[src/rtl/pc_sequencer_pkg.sv]
// Shared definitions for the PC sequencer: FSM state encoding and PC stride.
package pc_sequencer_pkg;

    localparam int ADDR_W_DEF = 32;
    localparam int PC_INCR    = 4;

    typedef enum logic [2:0] {
        ST_RUN        = 3'd0,
        ST_IO_WAIT    = 3'd1,
        ST_IO_RELEASE = 3'd2,
        ST_IO_DRAIN   = 3'd3,
        ST_HALTED     = 3'd4
    } seq_state_e;

endpackage

[src/rtl/pc_next_mux.sv]
// Next-PC select: jump beats branch beats sequential; seq_only forces PC+4.
module pc_next_mux
    import pc_sequencer_pkg::*;
#(
    parameter int ADDR_W = ADDR_W_DEF
) (
    input  logic [ADDR_W-1:0] pc_current,
    input  logic              jump,
    input  logic [ADDR_W-1:0] jump_target,
    input  logic              branch_taken,
    input  logic [ADDR_W-1:0] branch_target,
    input  logic              seq_only,
    output logic [ADDR_W-1:0] pc_next
);

    logic [ADDR_W-1:0] pc_seq;

    always_comb begin
        // Wraps naturally modulo 2^ADDR_W.
        pc_seq = pc_current + ADDR_W'(PC_INCR);
        if (seq_only)          pc_next = pc_seq;
        else if (jump)         pc_next = jump_target;
        else if (branch_taken) pc_next = branch_target;
        else                   pc_next = pc_seq;
    end

endmodule

[src/rtl/pc_sequencer.sv]
// PC update control: next-PC select, I/O stall on a debounced insert handshake,
// post-release drain so one press completes one I/O instruction, sticky halt.
module pc_sequencer
    import pc_sequencer_pkg::*;
#(
    parameter int ADDR_W   = ADDR_W_DEF,
    parameter int DEBOUNCE = 5,
    parameter int CNT_W    = 3
) (
    input  logic              CLK,
    input  logic              reset,
    input  logic [ADDR_W-1:0] pc_current,
    input  logic              input_flag,
    input  logic              output_flag,
    input  logic              insert,
    input  logic              branch_taken,
    input  logic [ADDR_W-1:0] branch_target,
    input  logic              jump,
    input  logic [ADDR_W-1:0] jump_target,
    input  logic              halt,
    output logic [ADDR_W-1:0] pc_next,
    output logic              pc_write,
    output logic              io_busy,
    output logic              io_done,
    output logic              halted
);

    localparam logic [CNT_W-1:0] CNT_LAST = CNT_W'(DEBOUNCE - 1);

    seq_state_e       state_q, state_d;
    logic [CNT_W-1:0] cnt_q, cnt_d;
    logic             io_busy_q, io_busy_d;
    logic             io_done_q, io_done_d;
    logic             halted_q, halted_d;
    logic             pc_we, seq_only, io;

    assign io = input_flag | output_flag;

    pc_next_mux #(.ADDR_W(ADDR_W)) u_mux (
        .pc_current    (pc_current),
        .jump          (jump),
        .jump_target   (jump_target),
        .branch_taken  (branch_taken),
        .branch_target (branch_target),
        .seq_only      (seq_only),
        .pc_next       (pc_next)
    );

    always_comb begin
        state_d   = state_q;
        cnt_d     = cnt_q;
        io_busy_d = io_busy_q;
        pc_we     = 1'b0;
        seq_only  = 1'b0;
        case (state_q)
            ST_RUN: begin
                if (halt) begin
                    state_d = ST_HALTED;
                end else if (io) begin
                    state_d   = ST_IO_WAIT;
                    cnt_d     = '0;
                    io_busy_d = 1'b1;
                end else begin
                    pc_we = 1'b1;
                end
            end
            ST_IO_WAIT: begin
                // Any low sample restarts the debounce count.
                if (!insert) begin
                    cnt_d = '0;
                end else if (cnt_q == CNT_LAST) begin
                    state_d = ST_IO_RELEASE;
                    cnt_d   = '0;
                end else begin
                    cnt_d = cnt_q + CNT_W'(1);
                end
            end
            ST_IO_RELEASE: begin
                pc_we     = 1'b1;
                seq_only  = 1'b1;
                io_busy_d = 1'b0;
                state_d   = ST_IO_DRAIN;
            end
            ST_IO_DRAIN: begin
                // Hold any new I/O instruction until the operator lets go.
                if (halt) begin
                    state_d = ST_HALTED;
                end else if (insert) begin
                    pc_we = !io;
                end else if (io) begin
                    state_d   = ST_IO_WAIT;
                    cnt_d     = '0;
                    io_busy_d = 1'b1;
                end else begin
                    pc_we   = 1'b1;
                    state_d = ST_RUN;
                end
            end
            ST_HALTED: ;
            default: state_d = ST_RUN;
        endcase
        io_done_d = (state_q == ST_IO_RELEASE);
        halted_d  = (state_d == ST_HALTED);
    end

    always_ff @(posedge CLK or negedge reset) begin
        if (!reset) begin
            state_q   <= ST_RUN;
            cnt_q     <= '0;
            io_busy_q <= 1'b0;
            io_done_q <= 1'b0;
            halted_q  <= 1'b0;
        end else begin
            state_q   <= state_d;
            cnt_q     <= cnt_d;
            io_busy_q <= io_busy_d;
            io_done_q <= io_done_d;
            halted_q  <= halted_d;
        end
    end

    assign pc_write = pc_we & reset;
    assign io_busy  = io_busy_q;
    assign io_done  = io_done_q;
    assign halted   = halted_q;

endmodule

[config.mk]
export PLATFORM = sky130hd
export DESIGN_NAME = pc_sequencer
export DESIGN_NICKNAME = d
export VERILOG_FILES = /design/src/rtl/pc_sequencer_pkg.sv /design/src/rtl/pc_next_mux.sv /design/src/rtl/pc_sequencer.sv
export SDC_FILE = /design/constraint.sdc
export NUM_CORES = 1
export LEC_CHECK = 0
export CAP_MARGIN = 20
export CORE_MARGIN = 2
export CORE_UTILIZATION = 35
export DETAILED_ROUTE_END_ITERATION = 8
export PLACE_DENSITY = 0.82
export SLEW_MARGIN = 10
export SYNTH_ARGS = -nofsm -noshare
export SYNTH_HDL_FRONTEND = slang
export SYNTH_HIERARCHICAL = 1
export SYNTH_SLANG_ARGS = --single-unit
[constraint.sdc]
create_clock -name CLK -period 2.85 [get_ports CLK]
set_input_delay 0.57 -clock CLK [delete_from_list [all_inputs] [get_ports CLK]]
set_output_delay 0.57 -clock CLK [all_outputs]
set_load 0.02 [all_outputs]
==> out/metrics.cfg <==
[timing]
hold_slack_ps=524
relSlewSlack=0.768
worst_pin_slew_ps=347
finalMaxSlewViolations=0
fmax_mhz=347
fin_ws_ps=-29.4
hold_viol=0
fin_crit_sh=1.01
min_period_ps=2880
fin_skew_ps=0.253
setup_viol=1
rsz0062_at_grt=true

[worst_setup_path]
r2r-end=state_q[0]
cp.required_ps=2280
crit_type=primary input to output pin
cp_max_fo=2
worstSetupStartpoint=pc_current[16]
critical_path_arrival_ps=2310
r2r-start=cnt_q[0]
crit_end=pc_next[30]
setup.worst_path.end_class=output pin
r2r_slack_ps=1380
reg2regPathDepth=6
worst_setup_path_start_kind=primary input

[cts]
clock_latency_ps=230
cts_tree=built
cts_made_buffers=3
cts_max_level=1
postCtsHoldBufs=0
cts.sinks=9
cts_buffer_depth=2
cts.reportedPaths.clkPinSlew_ps=40
cts_root_buffer=clkbuf_8

[min_path]
hp-class=register to register

[layout]
ff_latch_area_um2=225
syn_to_final_growth_pct=107
final_cells=558
final_nets=593
postLayoutCoreUtil=0.765
drive_gt1_frac=0.324
fillers=416
multi_input_area_um2=1670

[detailed_routing]
vias_per_cell=6.00
routed-via-count=3347
routed_wl_mm=9.57
drt-pass1-iter-count=6
wl_per_cell_um=17.2
drt_iter0_drc=231
drc=0
ant_nets=0

[placed_design]
portBuffers=139
place_ws_ps=-855
placedCellCount=540
place.detailed.hpwl_mm=7.33
gp_congestion=0.892

[pwr]
power_mw=0.973
ir_worst_vdd_mv=0.378
power.density_nw_per_um2=244
leakage_nw=1.64

[synth]
avgSynthCellArea_um2=7.01
ys_async_sr_fraction=1.00
synth_warnings=6
synth_seq_area_share=0.117
ys_types=57
ys.flop_type=dfrtp_1
syn_area_um2=1920
ys_ff_latch=9
synth_nets=381
syn_inst=274
synth_edf_count=0

[global_routing]
grt_max_degree=24
grt_first_pass_wirelength_mm=15.1
grt-ovfl-total=0
grt_pass1_vias=3341
antenna_found_initial=3
grt_use_total=0.299

[outcome]
violations=setup timing
outcome=complete, but fails checks

[floorplanning]
initial_core_util=0.369
ios=140
num_rows=26
die_x_um=78.1
die-height_um=78.1
die_area_um2=6100
coreArea_um2=5200

[run]
cap_violations=0

cell usage after synthesis, types with 2 or more instances:
cell type / number / area [um2]
or3_1: 7 / 43.8
o31ai_1: 3 / 22.5
o21ai_0: 13 / 65.1
nand2b_1: 2 / 12.5
o311ai_0: 4 / 35.0
nor3_1: 6 / 30.0
xor2_1: 7 / 61.3
nor2_1: 17 / 63.8
a2bb2oi_1: 3 / 26.3
buf_2: 4 / 20.0
o21bai_1: 4 / 30.0
a32oi_1: 7 / 61.3
a22oi_1: 18 / 135
o22ai_1: 12 / 75.1
nand4_1: 11 / 68.8
a22o_1: 3 / 26.3
buf_6: 2 / 22.5
nor4_1: 4 / 25.0
a211oi_1: 2 / 15.0
a31oi_1: 2 / 12.5
or4_1: 7 / 52.6
and2_1: 2 / 12.5
nand3_1: 13 / 65.1
nand2_1: 21 / 78.8
o211ai_1: 10 / 75.1
dfrtp_1: 9 / 225
a21oi_1: 14 / 70.1
and4_1: 3 / 26.3
and3_1: 5 / 31.3
o221ai_1: 6 / 52.6
ha_1: 3 / 37.5
xnor2_1: 3 / 26.3
inv_1: 10 / 37.5
nor2b_1: 2 / 12.5
clkbuf_1: 13 / 48.8
kinds of logic (layout without fill, tap and decap cells):
logic type / Yosys count / after routing / share of synthesized area
adder cells (fa/ha/maj): 3 / 3 / 0.0195
other: 0 / 3 / 0
AND/OR/NAND/NOR: 109 / 110 / 0.329
buffers and inverters: 31 / 241 / 0.0710
XOR/XNOR: 10 / 10 / 0.0456
AO/OA/AOI/OAI: 111 / 111 / 0.412
multiplexers: 1 / 1 / 0.00521
flip-flops: 9 / 9 / 0.117
registers in the layout (all words and copies together) (netlist names):
name and cells:
cnt_q 3, halted 1, io_busy 1, io_done 1
state_q 3
placed cells by master, fill, tap and decap left out, types with 9 or more instances in the layout:
cell type        netlist  final
o21ai_0               13     13
nand4_1               11     11
dfrtp_1                9      9
nand2_1               21     19
buf_2                  4     20
nand3_1               13     12
dlygate4sd2_1          0     13
a22oi_1               18     18
clkbuf_2               0      9
buf_4                  0     88
inv_1                 10     10
o211ai_1              10     10
nor2_1                17     17
a21oi_1               14     14
clkdlybuf4s50_1        0     78
o22ai_1               12     12
metrics by stage:
stage | setup TNS, ps | instance area [um2]
after floorplan | 0 | 1920
after global placement | -15460 | 3900
after detailed placement | -16180 | 3900
after CTS | 0 | 3970
after global routing | -136 | 3980
final | -29.4 | 3980
report_power, final:
group	switching, mW	internal [mW]	total, mW
combinational	0.314	0.335	0.648
clock	0.0496	0.0974	0.147
sequential	0.0205	0.157	0.178
what timing repair did:
item,4_1_cts,5_1_grt
endpoints found under the setup margin,33,23
pin swaps,16,3
buffers inserted,10,0
cloned,1,0
resized for setup,176,47
routing by layer:
| metal | global-route usage | vias up | part of all wire |
|---|---|---|---|
| met5 | 0 | - | 0 |
| met4 | 0.149 | 0 | 0.048 |
| met3 | 0.0483 | 50 | 0.083 |
| met2 | 0.529 | 203 | 0.48 |
| met1 | 0.348 | 1551 | 0.39 |
| li1 | - | 1543 | - |
area by class of cell:
type	instances	share of cell area
antenna	3	0.00189
clock buffer	4	0.0113
inverter	11	0.0104
multi-input combinational	235	0.420
sequential	9	0.0566
tap	70	0.0220
timing repair buffer	226	0.478
how the worst min path moves through the flow:
stage	startpoint	to	cells after the start
after floorplan	reset	cnt_q[0]	0
after global placement	io_busy	io_busy	2
after detailed placement	io_busy	io_busy	2
after CTS	io_busy	io_busy	2
after global routing	io_busy	io_busy	2
final	io_busy	io_busy	2
critical path, stage by stage:
cell and delay [ps]:
buf_2 100, nand4_1 110, buf_4 160, or4_4 540, or4_1 530, o211ai_1 110
buf_4 190
Power figures use the tool's default switching activity.
